==> config.mk <==
export PLATFORM = sky130hd
export DESIGN_NAME = key_cmp_db
export DESIGN_NICKNAME = d
export VERILOG_FILES = /design/src/rtl/key_cmp_pkg.sv /design/src/rtl/key_debounce.sv /design/src/rtl/key_cmp_db.sv
export SDC_FILE = /design/constraint.sdc
export NUM_CORES = 1
export LEC_CHECK = 0
export CAP_MARGIN = 20
export CORE_UTILIZATION = 55
export DETAILED_ROUTE_END_ITERATION = 8
export GPL_TIMING_DRIVEN = 0
export PLACE_DENSITY = 0.75
export REMOVE_ABC_BUFFERS = 1
export SLEW_MARGIN = 20
export SYNTH_ARGS = -nofsm -noshare
export SYNTH_HDL_FRONTEND = slang
export SYNTH_HIERARCHICAL = 1
export SYNTH_SLANG_ARGS = --single-unit
==> constraint.sdc <==
create_clock -name sys_clk -period 2.6 [get_ports sys_clk]
set_input_delay 0.26 -clock sys_clk [delete_from_list [all_inputs] [get_ports sys_clk]]
set_output_delay 0.26 -clock sys_clk [all_outputs]
set_load 0.02 [all_outputs]
==> src/rtl/key_cmp_pkg.sv <==
// Shared encodings and defaults for the debounced key comparator.
package key_cmp_pkg;

    localparam logic [2:0] CMP_GT = 3'b100;
    localparam logic [2:0] CMP_EQ = 3'b010;
    localparam logic [2:0] CMP_LT = 3'b001;

    localparam int unsigned DB_CNT_MAX = 1_000_000;

endpackage

==> src/rtl/key_debounce.sv <==
// Two-flop synchroniser followed by a whole-vector debounce filter.
module key_debounce
    import key_cmp_pkg::*;
#(
    parameter int unsigned WIDTH   = 4,
    parameter int unsigned CNT_MAX = DB_CNT_MAX
) (
    input  logic             sys_clk,
    input  logic             sys_rst_n,
    input  logic [WIDTH-1:0] din,
    output logic [WIDTH-1:0] dout
);

    localparam int unsigned       CNT_W    = $clog2(CNT_MAX + 1);
    localparam logic [CNT_W-1:0]  CNT_LAST = CNT_W'(CNT_MAX - 1);

    logic [WIDTH-1:0] r_s1;
    logic [WIDTH-1:0] r_s2;
    logic [WIDTH-1:0] r_db;
    logic [CNT_W-1:0] r_cnt;

    // r_s1 != r_s2 means s2 moves on this edge, so the stability window restarts.
    always_ff @(posedge sys_clk or negedge sys_rst_n) begin
        if (!sys_rst_n) begin
            r_s1  <= '0;
            r_s2  <= '0;
            r_db  <= '0;
            r_cnt <= '0;
        end else begin
            r_s1 <= din;
            r_s2 <= r_s1;
            if (r_s1 != r_s2) begin
                r_cnt <= '0;
            end else if (r_s2 != r_db) begin
                if (r_cnt == CNT_LAST) begin
                    r_db  <= r_s2;
                    r_cnt <= '0;
                end else begin
                    r_cnt <= r_cnt + CNT_W'(1);
                end
            end else begin
                r_cnt <= '0;
            end
        end
    end

    assign dout = r_db;

endmodule

==> src/rtl/key_cmp_db.sv <==
// Debounces two key buses and registers a one-hot unsigned/signed compare with change pulse.
module key_cmp_db
    import key_cmp_pkg::*;
#(
    parameter int unsigned WIDTH   = 4,
    parameter int unsigned CNT_MAX = DB_CNT_MAX
) (
    input  logic             sys_clk,
    input  logic             sys_rst_n,
    input  logic [WIDTH-1:0] a,
    input  logic [WIDTH-1:0] b,
    input  logic             signed_mode,
    output logic [WIDTH-1:0] a_db,
    output logic [WIDTH-1:0] b_db,
    output logic [2:0]       c,
    output logic             c_vld
);

    logic [WIDTH-1:0] w_a_db;
    logic [WIDTH-1:0] w_b_db;
    logic             w_gt;
    logic             w_lt;
    logic [2:0]       w_c_next;
    logic [2:0]       r_c;
    logic             r_c_vld;

    key_debounce #(
        .WIDTH   (WIDTH),
        .CNT_MAX (CNT_MAX)
    ) u_db_a (
        .sys_clk   (sys_clk),
        .sys_rst_n (sys_rst_n),
        .din       (a),
        .dout      (w_a_db)
    );

    key_debounce #(
        .WIDTH   (WIDTH),
        .CNT_MAX (CNT_MAX)
    ) u_db_b (
        .sys_clk   (sys_clk),
        .sys_rst_n (sys_rst_n),
        .din       (b),
        .dout      (w_b_db)
    );

    always_comb begin
        w_gt     = 1'b0;
        w_lt     = 1'b0;
        w_c_next = CMP_EQ;
        if (signed_mode) begin
            w_gt = $signed(w_a_db) > $signed(w_b_db);
            w_lt = $signed(w_a_db) < $signed(w_b_db);
        end else begin
            w_gt = w_a_db > w_b_db;
            w_lt = w_a_db < w_b_db;
        end
        if (w_gt) begin
            w_c_next = CMP_GT;
        end else if (w_lt) begin
            w_c_next = CMP_LT;
        end
    end

    // c_vld is registered alongside c so it is high in the same cycle c shows its new value.
    always_ff @(posedge sys_clk or negedge sys_rst_n) begin
        if (!sys_rst_n) begin
            r_c     <= CMP_EQ;
            r_c_vld <= 1'b0;
        end else begin
            r_c     <= w_c_next;
            r_c_vld <= (w_c_next != r_c);
        end
    end

    assign a_db  = w_a_db;
    assign b_db  = w_b_db;
    assign c     = r_c;
    assign c_vld = r_c_vld;

endmodule

# After elaboration in Yosys (flattened, before gate mapping)
# Index checks and enable logic that the tools add are counted.
[classes]
addsub = 2
n_lt_le_gt_ge = 4
n_eq_ne = 7
n_mux = 10
bitwise = 2
n_reduce_logical = 2
[op_table]
columns = ["op", "n"]
rows = [
  ["20-bit 2-to-1 mux", 6],
  ["20-bit by 1-bit adder with 20-bit output, second input constant", 2],
  ["20-bit equality test, second input constant", 2],
  ["4-bit inequality test", 4],
  ["4-bit greater-than comparator", 2],
  ["4-bit less-than comparator", 2],
  ["3-bit AND reduction", 2],
  ["3-bit 2-to-1 mux", 1],
  ["3-bit inequality test", 1],
  ["1-bit 2-to-1 mux", 2],
  ["2-bit 2-to-1 mux", 1],
  ["1-bit NOT", 2],
]
[word_totals]
reg_bits = 68
input_bits = 11
output_inout_bits = 12

# Depth between registers and ports, before layout
[depth]
depth_word = 5
depth_mapped = 6
depth_no_buf = 6

# Cells and area by module
# Netlist, hierarchy kept.
[modules_own_cells]
columns = ["module", "instances", "cells_per_inst", "area_each_um2", "seq_area_each_um2"]
rows = [
  ["key_debounce", 2, 130, 1473.9, 800.8],
  ["key_cmp_db", 1, 26, 264.0, 101.3],
]

# Least setup slack after synthesis
# No wires, ideal clock.
[synth_path]
kind = "register -> register"
start = "register u_db_a.r_cnt[0]"
end = "register u_db_a.r_db[0], in the netlist u_db_a/dout[0]"
setup_ns = 0.125
arrival_time_ns = 1.913
slack_ns = 0.562
stages_incl_launch_ff = 6
synth_period_minus_slack_ns = 2.038
cell_sequence = "dfrtp_1 -> ha_1 -> nand4_1 -> or2_2 -> nor4b_2 -> mux2_2"
[synth_via]
elab_chain_len = 2
[synth_lines]
columns = ["item", "line_no", "rtl"]
rows = [
  ["start: declaration", "key_debounce.sv:20", "logic [CNT_W-1:0] r_cnt;"],
  ["start signal: assignment", "key_debounce.sv:39", "r_cnt <= r_cnt + CNT_W'(1);"],
  ["20-bit equality test", "key_debounce.sv:35", "if (r_cnt == CNT_LAST) begin"],
  ["3-bit AND reduction (no source line)", "--", ""],
  ["end signal: assignment", "key_debounce.sv:36", "r_db <= r_s2;"],
  ["end: declaration", "key_debounce.sv:19", "logic [WIDTH-1:0] r_db;"],
]
# Every way passes these cells.
# A chain may end at the register's enable or synchronous reset.

# Worst setup path in the final report
[layout_path]
start = "register u_db_b.r_cnt[0]"
end = "register u_db_b.r_db[2], in the netlist u_db_b/dout[2]"
[layout_via]
elab_chain_len = 2
[layout_lines]
columns = ["item", "line_no"]
rows = [
  ["start: declaration", "key_debounce.sv:20"],
  ["start signal: assignment", "key_debounce.sv:39"],
  ["20-bit equality test", "key_debounce.sv:35"],
  ["3-bit AND reduction (no source line)", "--"],
  ["end signal: assignment", "key_debounce.sv:36"],
  ["end: declaration", "key_debounce.sv:19"],
]
# Every way passes these cells.

==> flow_summary.ini <==
[placed_design]
dp_hpwl_um = 3930
placed_area_um2 = 3520
globalplace.congestion = 0.771
placed_cells = 375
port_buffers = 22

[die]
num_io_pins = 23
core_area_um2 = 5570
dieWidth_um = 78.4
rows = 27
dieArea_um2 = 6150
start_util_pct = 57.6
die_h_um = 78.4

[cells_and_area]
area_growth_pct = 15.8
drive_gt1_share_pct = 13.1
fin_cells = 392
fin_nets = 332
fill_cells = 438
insertedDiodeCount = 0
design_area_um2 = 3720

[sta]
tns_ns = 0
timing.fmax_ghz = 0.425
period_needed_ns = 2.35
clock_skew_ns = 0.0108
fin_crit_sh_pct = 90.6
slew_headroom_pct = 45.7
setup_violations = 0
rsz0062_at_grt = no
worst_pin_slew_ns = 0.814
slew_viol_final = 0
finalHoldViolCount = 0

[synth]
synthMuxAreaShare_pct = 3.12
synth-xor-area-share_pct = 12.8
synthesis.area_um2 = 3210
syn_area_per_cell_um2 = 11.2
ys_ff_latch = 68
synth_cells = 286
synth.yosys.seq_area_share_pct = 53.0
yosys.area_share.simple_pct = 23.4
synth_cell_types = 37
synth_compound_area_share_pct = 3.16
synthAdderAreaFrac_pct = 2.34
synth_top_family_by_area = simple AND/OR/NAND/NOR gates
ys.warnings.count = 6

[setup_path]
worstPathArrival_ns = 2.58
worst_path_dominant_cell_family = simple AND/OR/NAND/NOR gates
crit_slowest_cell = nor4b_2
cp_cell_sequence = ha_1, nand4_1, or2_2, nor4b_2, mux2_2
crit_path_start_kind = flip-flop
path_class = reg -> reg
worst-path-max-fanout = 6
cp.buffers_inverters = 0
reg2reg_setup_slack_ns = 0.25
end_kind = flip-flop
critPathRequiredTime_ns = 2.83
cpPeakStageDelay_ns = 0.52

[drt]
wl_per_cell_um = 14.7
dr.pass1.iters = 4
wirelength_um = 5780
drc_errors = 0
drt_first_iter_violations = 68
num_vias = 2200
postRouteAntennaNets = 0
vias_per_cell = 5.61

[global_route]
overflow = 0
grt_pass1_vias = 2232
grt_antenna_before_repair = 0
grt_max_degree = 60
grt_pass1_wl_um = 10300
gr-usage-all-layers_pct = 21.9

[clock_tree]
cts_sinks = 68
cts_buffers = 9
cts_resized = 0
ctsHtreeMaxLevel = 3
cts_setup_buffers = 0
cts_tree = built
cts_hold_buf = 1
clk_pin_slew_ns = 0.08
insertion_delay_ns = 0.35
cts_root_buffer = clkbuf_8
cts.path.max_buffers = 2

[run]
maxCapViolCount = 0

[outcome]
status = complete, no violations

[power]
vdd.ir_drop.worst_mv = 0.298
p_leak_uw = 0.00145
p_total_uw = 1950
pwr_density_cell_nw_per_um2 = 526

[hold_path]
hold_class = in -> async
## metal layers
metal  vias to the layer above  GRT usage (%)  wire length [µm]
met2                        37           34.6              2670
met5                         -              0                 0
met4                         0           5.74                36
li1                       1094              -                 -
met1                      1064           28.3              2830
met3                         5           8.26               234
## layout make-up
| class | instances | area [µm²] | share of cell area, % |
|---|---|---|---|
| flip-flops and latches | 68 | 1700 | 45.8 |
| well taps | 72 | 90.1 | 2.42 |
| clock inverters | 6 | 48.8 | 1.31 |
| multi-input cells | 200 | 1440 | 38.7 |
| inverters | 12 | 45.0 | 1.21 |
| clock buffers | 10 | 138 | 3.70 |
| repair buffers | 24 | 255 | 6.86 |
## placed cells by master, fill, tap and decap left out, drive strengths merged
master / netlist / final
or2: 2 / 2
mux2: 8 / 8
nor3b: 3 / 3
clkinvlp: 0 / 3
inv: 12 / 13
xnor2: 22 / 22
dfrtp: 67 / 67
and3b: 2 / 2
nand3: 10 / 10
or3b: 1 / 1
and3: 2 / 2
ha: 6 / 6
nor2: 9 / 9
a31o: 3 / 3
mux2i: 1 / 1
or3: 4 / 4
nor3: 40 / 40
dfstp: 1 / 1
buf: 2 / 2
clkbuf: 4 / 10
o21ai: 5 / 5
dlygate4sd3: 0 / 1
clkinv: 0 / 2
nor4: 14 / 14
nand3b: 1 / 1
nand2b: 2 / 2
nor4b: 4 / 4
a211oi: 6 / 6
nand2: 12 / 12
clkdlybuf4s50: 0 / 21
nand4: 13 / 13
a21oi: 1 / 1
nor2b: 2 / 2
xor2: 25 / 25
or4: 2 / 2
## path summary, 6_finish.rpt
kind                                         end  cells past startpoint            start
worst max-delay path              u_db_b/dout[2]                      5  u_db_b/r_cnt[0]
worst min-delay path            u_db_a/r_cnt[16]                      2        sys_rst_n
worst max register to register    u_db_b/dout[2]                      5  u_db_b/r_cnt[0]
worst min register to register    u_db_b/r_s2[2]                      0   u_db_b/r_s1[2]
max in group asynchronous                   c[1]                      3        sys_rst_n
min in group sys_clk              u_db_b/r_s1[2]                      1             b[2]
## cell families (layout without fill, tap and decap cells)
logic type                 count (synthesis)  count (layout)
buffers and inverters                     18              52
adders and majority gates                  6               6
and+or+nand+nor                          123             123
AOI/OAI and AO/OA                         15              15
muxes                                      9               9
xor gates and xnor gates                  47              47
DFF                                       68              68
## synth_stat cells, drive strengths merged
library cell	count	area, µm²
nor4	14	87.6
dfrtp	67	1680
or2	2	12.5
nor2b	2	12.5
nand2b	2	12.5
nor2	9	38.8
and3	2	12.5
o21ai	5	25.0
clkbuf	4	15.0
xnor2	22	193
nand4	13	118
xor2	25	219
nand2	12	45.0
mux2	8	90.1
and3b	2	17.5
nor4b	4	47.6
inv	12	45.0
nor3b	3	22.5
or4	2	22.5
a21oi	1	5.00
a211oi	6	45.0
or3b	1	8.76
nor3	40	200
nand3	10	60.1
mux2i	1	10.0
nand3b	1	7.51
buf	2	10.0
or3	4	25.0
ha	6	75.1
dfstp	1	26.3
a31o	3	26.3
## sequential cells by signal, indices dropped and copies added, names as in the netlist
| register | count |
|---|---|
| u_db_a/r_cnt | 20 |
| u_db_b/r_cnt | 20 |
| u_db_a/dout | 4 |
| u_db_a/r_s1 | 4 |
| u_db_a/r_s2 | 4 |
| u_db_b/dout | 4 |
| u_db_b/r_s1 | 4 |
| u_db_b/r_s2 | 4 |
| c | 3 |
| c_vld | 1 |
## per-stage QoR
| step | util (%) | hold slack [ns] | setup slack (ns) |
|---|---|---|---|
| after floorplan | - | -0.0356 | 0.562 |
| final | 66.7 | 0.283 | 0.246 |
| after global routing | 66.7 | 0.282 | 0.102 |
| after CTS | 66.7 | 0.272 | 0.248 |
| after detailed placement | 63.2 | 0.113 | 0.273 |
| after global placement | 62.7 | 0.375 | -0.952 |
## power breakdown
group | leakage, µW | switching, µW | internal, µW | total (µW)
clock | 0.0000851 | 422 | 378 | 800
combinational | 0.000460 | 39.6 | 29.2 | 68.8
sequential | 0.000909 | 14.4 | 1070 | 1090
Power figures use the tool's default switching activity.
